===== src/rtl/booth_pkg.sv =====
// Shared definitions for the radix-2 Booth multiplier control unit:
// state encoding, default operand width, Booth decision codes and the
// per-state strobe decode used to build the registered outputs.
package booth_pkg;

  localparam int N_DEFAULT = 4;

  // Booth decision codes on {q0, qm1}
  localparam logic [1:0] BOOTH_ADD = 2'b01;
  localparam logic [1:0] BOOTH_SUB = 2'b10;

  typedef enum logic [2:0] {
    ST_IDLE  = 3'd0,
    ST_LOAD  = 3'd1,
    ST_TEST  = 3'd2,
    ST_ADD   = 3'd3,
    ST_SUB   = 3'd4,
    ST_SHIFT = 3'd5,
    ST_DONE  = 3'd6
  } state_t;

  typedef struct packed {
    logic carga_m;
    logic carga_q;
    logic clear_a;
    logic carga_a;
    logic resta;
    logic desplaza_a;
    logic desplaza_q;
    logic fin;
    logic busy;
  } strobes_t;

  // Moore output decode: strobes that belong to a given state.
  // Unknown encodings decode to all-zero so nothing fires while recovering.
  function automatic strobes_t decode_strobes(input state_t s);
    strobes_t st;
    st = '0;
    case (s)
      ST_LOAD: begin
        st.carga_m = 1'b1;
        st.carga_q = 1'b1;
        st.clear_a = 1'b1;
        st.busy    = 1'b1;
      end
      ST_TEST: begin
        st.busy = 1'b1;
      end
      ST_ADD: begin
        st.carga_a = 1'b1;
        st.resta   = 1'b0;
        st.busy    = 1'b1;
      end
      ST_SUB: begin
        st.carga_a = 1'b1;
        st.resta   = 1'b1;
        st.busy    = 1'b1;
      end
      ST_SHIFT: begin
        st.desplaza_a = 1'b1;
        st.desplaza_q = 1'b1;
        st.busy       = 1'b1;
      end
      ST_DONE: begin
        st.fin = 1'b1;
      end
      default: st = '0;
    endcase
    return st;
  endfunction

endpackage


===== src/rtl/booth_cnt.sv =====
// Loadable down counter tracking the remaining Booth iterations.
// Loads N, decrements on request, never wraps below zero.
module booth_cnt #(
  parameter int N     = 4,
  parameter int CNT_W = $clog2(N + 1)
) (
  input  logic             clk,
  input  logic             reset,
  input  logic             load,
  input  logic             dec,
  output logic [CNT_W-1:0] count,
  output logic             last
);

  logic [CNT_W-1:0] count_reg;

  // Iteration count: load wins over decrement; saturates at zero
  always_ff @(posedge clk) begin
    if (!reset) begin
      count_reg <= '0;
    end else if (load) begin
      count_reg <= CNT_W'(N);
    end else if (dec && (count_reg != '0)) begin
      count_reg <= count_reg - CNT_W'(1);
    end
  end

  assign count = count_reg;
  assign last  = (count_reg == CNT_W'(1));

endmodule


===== src/rtl/booth_ctrl.sv =====
// Moore control unit for a radix-2 Booth multiplier datapath (A, M, Q, q(-1)).
// Strobes are registered: each edge stores the decode of the state being
// entered, so the outputs always correspond to the registered state.
module booth_ctrl
  import booth_pkg::*;
#(
  parameter int N = N_DEFAULT
) (
  input  logic clk,
  input  logic reset,
  input  logic start,
  input  logic q0,
  input  logic qm1,
  output logic CargaM,
  output logic CargaQ,
  output logic ClearA,
  output logic CargaA,
  output logic Resta,
  output logic DesplazaA,
  output logic DesplazaQ,
  output logic Fin,
  output logic busy
);

  localparam int CNT_W = $clog2(N + 1);

  state_t           state_reg;
  state_t           state_next;
  strobes_t         strobes_reg;
  logic [CNT_W-1:0] count;
  logic             last;
  logic             cnt_load;
  logic             cnt_dec;

  // Counter is loaded in LOAD and stepped once per SHIFT only
  assign cnt_load = (state_reg == ST_LOAD);
  assign cnt_dec  = (state_reg == ST_SHIFT) && (count != '0);

  booth_cnt #(
    .N     (N),
    .CNT_W (CNT_W)
  ) u_cnt (
    .clk   (clk),
    .reset (reset),
    .load  (cnt_load),
    .dec   (cnt_dec),
    .count (count),
    .last  (last)
  );

  // Next-state choice; q0/qm1 only steer the TEST branch
  always_comb begin
    state_next = ST_IDLE;
    case (state_reg)
      ST_IDLE:  state_next = start ? ST_LOAD : ST_IDLE;
      ST_LOAD:  state_next = ST_TEST;
      ST_TEST: begin
        case ({q0, qm1})
          BOOTH_SUB: state_next = ST_SUB;
          BOOTH_ADD: state_next = ST_ADD;
          default:   state_next = ST_SHIFT;
        endcase
      end
      ST_ADD:   state_next = ST_SHIFT;
      ST_SUB:   state_next = ST_SHIFT;
      ST_SHIFT: state_next = last ? ST_DONE : ST_TEST;
      ST_DONE:  state_next = start ? ST_DONE : ST_IDLE;
      default:  state_next = ST_IDLE;
    endcase
  end

  // State register with strobes registered alongside the state they belong to
  always_ff @(posedge clk) begin
    if (!reset) begin
      state_reg   <= ST_IDLE;
      strobes_reg <= '0;
    end else begin
      state_reg   <= state_next;
      strobes_reg <= decode_strobes(state_next);
    end
  end

  assign CargaM    = strobes_reg.carga_m;
  assign CargaQ    = strobes_reg.carga_q;
  assign ClearA    = strobes_reg.clear_a;
  assign CargaA    = strobes_reg.carga_a;
  assign Resta     = strobes_reg.resta;
  assign DesplazaA = strobes_reg.desplaza_a;
  assign DesplazaQ = strobes_reg.desplaza_q;
  assign Fin       = strobes_reg.fin;
  assign busy      = strobes_reg.busy;

endmodule


===== config.mk =====
export PLATFORM = sky130hd
export DESIGN_NAME = booth_ctrl
export DESIGN_NICKNAME = d
export VERILOG_FILES = /design/src/rtl/booth_pkg.sv /design/src/rtl/booth_cnt.sv /design/src/rtl/booth_ctrl.sv
export SDC_FILE = /design/constraint.sdc
export NUM_CORES = 1
export LEC_CHECK = 0
export CAP_MARGIN = 10
export CORE_MARGIN = 8
export CORE_UTILIZATION = 50
export CTS_BUF_LIST = sky130_fd_sc_hd__clkbuf_8
export CTS_CLUSTER_DIAMETER = 30
export DETAILED_ROUTE_END_ITERATION = 10
export GPL_ROUTABILITY_DRIVEN = 0
export PLACE_DENSITY = 0.8
export SYNTH_ARGS = -nofsm -noshare
export SYNTH_HDL_FRONTEND = slang
export SYNTH_SLANG_ARGS = --single-unit

===== constraint.sdc =====
create_clock -name clk -period 1.9 [get_ports clk]
set_input_delay 0.19 -clock clk [delete_from_list [all_inputs] [get_ports clk]]
set_output_delay 0.19 -clock clk [all_outputs]
set_load 0.05 [all_outputs]

* Word level (Yosys, flattened, before mapping)
Cells that the tools add are included.
Word-level totals: register bits 15, latch bits 0, RAM bits 0, ROM bits 0, input bits 5, output and inout bits 9, logic and storage cells 49, memories kept 0
Operators by class: add/subtract/negate cells 1, multiply operators 0, div/mod/pow operators 0, $lt $le $gt $ge 0, eq/ne operators 15, shifts and indexed selects 0, muxes and demuxes 12, bitwise operators 1, reductions and logical operators 8
Operators with widths (number):
- == test 3 bit (second input constant) | 6
- one-hot mux 3 bit (6 select lines) | 1
- 2-to-1 mux 3 bit | 5
- == test 3 x 2 -> 1 bit (second input constant) | 4
- == test 3 x 1 -> 1 bit (second input constant) | 3
- one-hot mux 3 bit (2 select lines) | 1
- OR reduction 5 bit | 1
- one-hot mux 2 bit (2 select lines) | 1
- OR reduction 2 bit | 2
- zero test 3 bit | 1
- 2-to-1 mux 1 bit | 3
- nonzero test 3 bit | 1
- subtractor 3 x 1 -> 3 bit (second input constant) | 1
- == test 2 x 1 -> 1 bit (second input constant) | 1
- == test 2 bit (second input constant) | 1
- logical AND 1 bit | 2
- 2-to-1 mux 2 bit | 1
- nonzero test 2 bit | 1
- inverter 1 bit | 1

* Logic depth before layout (Yosys ltp)
Gate-level depths: netlist (run 1).
depth in word-level cells 6, gate-level depth with buffers 6, depth with buffers taken out 6

* By module
From an unflattened synthesis (run 1), not the netlist that was laid out.
Second synthesis, totals: cell total of the unflattened synthesis 78, area total of the unflattened synthesis 689.4 um2
By module, submodules not included:
- booth_ctrl | instances 1, cells each 56, area each 473.0 um2, sequential area each 180.2 um2
- booth_cnt | instances 1, cells each 22, area each 216.5 um2, sequential area each 60.1 um2

* Least setup slack after synthesis (run 1)
No wires, ideal clock.
path kind register to register, start point reg u_cnt.count_reg[1], in the netlist u_cnt.count[1], end point reg strobes_reg (netlist bit busy), setup time 70 ps, arrival 1278 ps, data required time 1830 ps, path slack 552 ps, cell stages (with the launch flop) 7, buffers on the path 0, clock period less this slack 1348 ps, cells stage by stage dfxtp_1 inv_1 ha_1 and4bb_2 a221oi_4 or3b_1 a21boi_1
On the way: longest elaborated chain between the ends 6, elaborated cells on any way between the ends 10, those cells by class eq/ne (6); mux (3); reduce/logical (1)
Ends and longest elaborated chain:
- start: declaration | line booth_cnt.sv:15 | logic [CNT_W-1:0] count_reg;
- start signal: assignment | line booth_cnt.sv:22 | count_reg <= CNT_W'(N);
- start signal: assignment | line booth_cnt.sv:24 | count_reg <= count_reg - CNT_W'(1);
- == test 3 x 1 -> 1 bit * | line booth_cnt.sv:29 | assign last = (count_reg == CNT_W'(1));
- 2-to-1 mux 3 bit * | line booth_ctrl.sv:66 | ST_SHIFT: state_next = last ? ST_DONE : ST_TEST;
- one-hot mux 3 bit (6 select lines) * | line booth_ctrl.sv:54 | case (state_reg)
- == test 3 x 1 -> 1 bit (tied with other cells) | line booth_pkg.sv:39 | case (s)
- OR reduction 5 bit (no line) *
- 2-to-1 mux 1 bit * | line booth_pkg.sv:39
- end signal: assignment | line booth_ctrl.sv:79 | strobes_reg <= decode_strobes(state_next);
- end: declaration | line booth_ctrl.sv:29 | strobes_t strobes_reg;
Every way passes the cells marked *; elsewhere a longest branch is shown, timed or not. A chain may end at the register's enable or synchronous reset.

* Worst setup path after layout (run 1)
start point reg state_reg[1], end point reg strobes_reg (netlist bit busy)
On the way: longest elaborated chain between the ends 6, elaborated cells on any way between the ends 16, those cells by class eq/ne (11); mux (2); reduce/logical (3)
Ends and longest elaborated chain:
- start: declaration | line booth_ctrl.sv:27 | state_t state_reg;
- start signal: assignment | line booth_ctrl.sv:78 | state_reg <= state_next;
- == test 3 bit or == test 3 x 2 -> 1 bit (tied branches) | line booth_ctrl.sv:54
- OR reduction 2 bit (no line)
- one-hot mux 3 bit (6 select lines) * | line booth_ctrl.sv:54
- == test 3 x 1 -> 1 bit (tied with other cells) | line booth_pkg.sv:39
- OR reduction 5 bit (no line) *
- 2-to-1 mux 1 bit * | line booth_pkg.sv:39
Marked as above.

==> impl_metrics.env, run 1 <==
export IMPL_status="finished clean"
export IMPL_path_cells="nor2b_1 -> a31oi_1 -> or3b_1 -> a21boi_1"
export IMPL_synth_xor_area_frac=0.0129
export IMPL_leakage_uw=0.000362
export IMPL_hp_class="register to register"
export IMPL_yosys_area_share_simple=0.309
export IMPL_hold_ws_ns=0.568
export IMPL_ir_drop_v=0.000478
export IMPL_startpoint="state_reg[1]"
export IMPL_path_clk_slew_ns=0.06
export IMPL_seqCellArea_um2=240
export IMPL_synthMuxAreaShare=0.0148
export IMPL_synth_compound_area_frac=0.168
export IMPL_setup_viol=0
export IMPL_seq_area_frac_synth=0.355
export IMPL_htreeDepth=1
export IMPL_synthFlopType="dfxtp_1"
export IMPL_post_drt_wl_per_cell_um=14.5
export IMPL_synth_nets=81
export IMPL_met2_usage=0.199
export IMPL_worstSkewPairLatency_ns=0.25
export IMPL_required_ns=2.08
export IMPL_grt_pass1_wl_um=2350
export IMPL_diodes=0
export IMPL_tightestPinTransition_ns=0.496
export IMPL_cts_buffers=3
export IMPL_rsz0062_at_grt="no"
export IMPL_cap_violations=0
export IMPL_ant_nets=0
export IMPL_async_reset_ff_frac=0
export IMPL_rows=13
export IMPL_drv_slew=0
export IMPL_core_mm2=0.00128
export IMPL_die_area_mm2=0.00279
export IMPL_setup_worst_path_end="busy"
export IMPL_setup_tns_ns=0
export IMPL_startpoint_type="register"
export IMPL_portBuffers=13
export IMPL_die_height_um=52.8
export IMPL_synthAdderAreaFrac=0.0555
export IMPL_drive_gt1_frac=0.116
export IMPL_ios=14
export IMPL_area_delta_synth_final_pct=25.5
export IMPL_grt_total_usage=0.116
export IMPL_synth_area_per_cell_um2=9.27
export IMPL_path_class="register to register"
export IMPL_synth_edf_count=0
export IMPL_final_cells=101
export IMPL_clk_path_buf_depth=2
export IMPL_synthCells=73
export IMPL_cpMaxStageDelayCell="dfxtp_1"
export IMPL_clock_sinks=12
export IMPL_overflow=0
export IMPL_busiest_layer="met2"
export IMPL_firstDrtPassIters=4
export IMPL_post_route_period_util=0.855
export IMPL_place_hpwl_um=1080
export IMPL_vias=573
export IMPL_clock_skew_ns=0.00976
export IMPL_cts_tree="built"
export IMPL_cpPeakStageDelay_ns=0.53
export IMPL_die_w_um=52.8
export IMPL_relSlewSlack=0.668
export IMPL_drt_iter0_drc=14
export IMPL_r2r_slack_ns=0.27
export IMPL_p_per_area_mw_per_mm2=877
export IMPL_p_total_uw=745
export IMPL_post_cts_resized=0
export IMPL_wl_um=1470
export IMPL_cts_root_buf="clkbuf_8"
export IMPL_grt_pass1_vias=527
export IMPL_grt_max_degree=14
export IMPL_synth_area_leaders="dfxtp_1 35%, ha_1 5.5%, nor2b_1 5.5%, a221oi_4 3.9%, buf_4 3.3%"
export IMPL_fmax_mhz=615
export IMPL_start_util=0.527
export IMPL_fill_cells=104
export IMPL_r2r_cells=4
export IMPL_synth_top_family_by_area="simple AND/OR/NAND/NOR gates"
export IMPL_cts_hold_buffers=0
export IMPL_synth_top_cell_area_share=0.355
export IMPL_finalNetCount=95
export IMPL_ys_types=34
export IMPL_fin_crit_ns=1.63
export IMPL_ys_warnings_count=0
export IMPL_hold_violations=0
export IMPL_crit_fanout=12
export IMPL_yosysTopAreaCell="dfxtp_1"
export IMPL_numPlacedInstances=97
export IMPL_drc=0
export IMPL_cp_arrival_ns=1.80
export IMPL_vias_per_cell=5.67
export IMPL_end_kind="register"
export IMPL_cts_setup_buffers=0
export IMPL_grt_util_met3=0.0256
export IMPL_rr_endpoint="busy"
export IMPL_dpl_cell_area_um2=795
export IMPL_finalInstanceArea_um2=850
export IMPL_r2r_start="state_reg[1]"
export IMPL_multiInputGateArea_um2=379
export IMPL_synth_cell_area_um2=677
export IMPL_synth_seq_cells=12
export IMPL_grtUsageMet1=0.119
export IMPL_antenna_found_initial=0
==> report_power, final <==
part / total, uW / internal [uW] / switching (uW)
Combinational: 174 / 73.7 / 101
Clock: 284 / 183 / 101
Sequential: 287 / 268 / 18.5
Total: 745 / 525 / 220
==> cell type report <==
class	instances	area share
timing repair buffer	14	0.162
sequential	12	0.283
multi-input combinational	51	0.446
inverter	5	0.0221
clock buffer	4	0.0648
tap	15	0.0221
==> metal layers <==
layer,part of all wire,wire [um]
met5,0,0
met4,0.031,45
met3,0.070,102
met2,0.50,728
met1,0.40,590
==> cell families after synthesis <==
logic type / Yosys count
muxes: 1
adders and majority gates: 3
DFF: 12
and+or+nand+nor: 31
buffers and inverters: 10
AOI/OAI and AO/OA: 15
xor gates and xnor gates: 1
==> placed cells by master, fill, tap and decap left out, types with 3 or more instances in the layout <==
cell type / n
a21oi_1: 4
and2_1: 3
inv_1: 5
dfxtp_1: 12
ha_1: 3
nand2_1: 3
clkbuf_8: 4
clkdlybuf4s50_1: 13
nor2b_1: 6
nor2_1: 4
==> through the flow <==
stage          worst slack [ns]  utilization
3_5_place_dp              0.108        0.618
3_3_place_gp              0.184        0.618
5_1_grt                   0.183        0.661
4_1_cts                   0.296        0.661
2_1_floorplan             0.552            -
6_report                  0.275        0.661
==> synthesized netlist by cell type (2+ instances only) <==
| cell | instances |
|---|---|
| dfxtp_1 | 12 |
| inv_1 | 5 |
| or2b_1 | 2 |
| buf_4 | 3 |
| nor2_1 | 4 |
| nor2b_1 | 6 |
| nand3b_1 | 2 |
| nand2_1 | 3 |
| a21boi_1 | 2 |
| ha_1 | 3 |
| a21oi_1 | 4 |
| and3b_1 | 2 |
| o21ai_0 | 2 |
| and2_1 | 3 |
==> critical path: cells and delay by family, from the launching register on <==
family / cells / cell delay, ns
compound gates: 2 / 0.47
flops: 1 / 0.53
simple gates: 2 / 0.56
==> worst min-delay path by stage <==
stage | slack (ns) | cells past startpoint | endpoint | startpoint
finish | 0.57 | 2 | u_cnt.count[2] | u_cnt.count[2]
CTS | 0.58 | 2 | u_cnt.count[2] | u_cnt.count[2]
global route | 0.63 | 2 | u_cnt.count[2] | u_cnt.count[2]
global placement | 0.55 | 2 | u_cnt.count[2] | u_cnt.count[2]
floorplan | 0.31 | 2 | CargaA | reset
detailed placement | 0.56 | 2 | u_cnt.count[2] | u_cnt.count[2]
Power figures use the tool's default switching activity.
==> inputs of run 2 (changes only) <==
Settings changed: PLACE_DENSITY 0.8 to unset, PLACE_DENSITY_LB_ADDON set to 0.08.
==> run 2 against run 1 <==
Die area stayed put. Clock power is 3% lower. First-iteration DRC count is 43% lower. Sequential power hardly changed. Global-route usage is 1.2 points lower. Fmax is 3.6% higher. Routed wire length is 15% lower. Non-clock buffer count stayed put. Sequential share of layout area stayed put. Worst setup slack better by 0.057 ns. Largest power group unchanged.
==> impl_metrics.env, run 2 (synthesis gave the netlist of run 1 again) <==
export IMPL_pre_cts_ws_ns=0.135
export IMPL_drv_slew=0
export IMPL_end_kind="output port"
export IMPL_antenna_found_initial=0
export IMPL_path_buf_inv=1
export IMPL_cpPeakStageDelay_ns=0.81
export IMPL_drive_gt1_frac=0.116
export IMPL_path_depth=1
export IMPL_hold_depth=2
export IMPL_multiInputGateArea_um2=379
export IMPL_core_mm2=0.00128
export IMPL_clock_sinks=12
export IMPL_tightestPinTransition_ns=0.501
export IMPL_clk_path_buf_depth=2
export IMPL_ir_drop_v=0.000311
export IMPL_firstDrtPassIters=2
export IMPL_cts_tree="built"
export IMPL_worstSkewPairLatency_ns=0.24
export IMPL_cts_root_buf="clkbuf_8"
export IMPL_post_route_period_util=0.825
export IMPL_rsz0062_at_grt="no"
export IMPL_drc=0
export IMPL_start_util=0.527
export IMPL_finalNetCount=95
export IMPL_grt_pass1_vias=534
export IMPL_crit_fanout=3
export IMPL_dpl_cell_area_um2=795
export IMPL_hp_class="register to register"
export IMPL_drt_iter0_drc=8
export IMPL_fill_cells=119
export IMPL_diodes=0
export IMPL_r2r_start="state_reg[2]"
export IMPL_seqCellArea_um2=240
export IMPL_final_cell_mix="13 x clkdlybuf4s50_1, 12 x dfxtp_1, 6 x nor2b_1"
export IMPL_area_delta_synth_final_pct=25.5
export IMPL_r2r_cells=4
export IMPL_cts_hold_buffers=0
export IMPL_die_area_mm2=0.00279
export IMPL_finalInstanceArea_um2=850
export IMPL_leakage_uw=0.000362
export IMPL_portBuffers=13
export IMPL_final_cells=101
export IMPL_hold_start="u_cnt.count[2]"
export IMPL_clock_skew_ns=0.00457
export IMPL_cp_top_family="buffers and inverters"
export IMPL_cts_setup_buffers=0
export IMPL_grt_pass1_wl_um=2190
export IMPL_vias_per_cell=5.24
export IMPL_die_w_um=52.8
export IMPL_p_per_area_mw_per_mm2=863
export IMPL_p_total_uw=733
export IMPL_startpoint="CargaM"
export IMPL_grt_max_degree=14
export IMPL_status="finished clean"
export IMPL_rows=13
export IMPL_place_hpwl_um=962
export IMPL_setup_ws_ns=0.332
export IMPL_path_cells="clkdlybuf4s50_1"
export IMPL_hold_violations=0
export IMPL_startpoint_type="register"
export IMPL_htreeDepth=1
export IMPL_overflow=0
export IMPL_fin_crit_ns=1.57
export IMPL_cap_violations=0
export IMPL_grt_total_usage=0.104
export IMPL_wl_um=1240
export IMPL_setup_viol=0
export IMPL_vias=529
export IMPL_die_height_um=52.8
export IMPL_setup_tns_ns=0
export IMPL_path_class="register to output port"
export IMPL_post_cts_resized=0
export IMPL_cpMaxStageDelayCell="clkdlybuf4s50_1"
export IMPL_cp_arrival_ns=1.38
export IMPL_required_ns=1.71
export IMPL_relSlewSlack=0.665
export IMPL_post_drt_wl_per_cell_um=12.3
export IMPL_ios=14
export IMPL_layout_commonest_cell="clkdlybuf4s50_1"
export IMPL_cts_buffers=3
export IMPL_numPlacedInstances=97
export IMPL_fmax_mhz=638
export IMPL_path_clk_slew_ns=0.06
export IMPL_ant_nets=0
==> run 2: path summary, 6_finish.rpt <==
check              endpoint  slack [ns]
max reg2reg            busy        0.37
min          u_cnt.count[2]        0.58
max                  ClearA        0.33
min reg2reg  u_cnt.count[2]        0.58
==> run 2: cell type report <==
cell class | count | share of cell area
timing repair buffer | 14 | 0.162
inverter | 5 | 0.0221
tap | 15 | 0.0221
clock buffer | 4 | 0.0648
multi-input combinational | 51 | 0.446
sequential | 12 | 0.283
==> run 2: worst reg2reg max path, delay by kind of cell, from the launching register on <==
family	cells	cell delay, ns
AOI/OAI and AO/OA	2	0.26
DFF	1	0.55
and+or+nand+nor	2	0.64
==> run 2: report_power, final <==
| group | switching, uW | total (uW) | internal (uW) |
|---|---|---|---|
| sequential | 17.7 | 286 | 268 |
| combinational | 97.8 | 171 | 73.7 |
| clock | 93.1 | 276 | 183 |
==> run 2: through the flow <==
step | hold WS (ns) | util
after CTS | 0.581 | 0.661
after detailed placement | 0.570 | 0.618
after floorplan | 0.306 | -
final | 0.582 | 0.661
after global placement | 0.563 | 0.618
after global routing | 0.637 | 0.661
==> run 2: routing by layer <==
metal  track usage  part of all wire
met1         0.111              0.44
met2         0.176              0.46
met3        0.0284             0.072
met4        0.0647             0.022
met5             0                 0
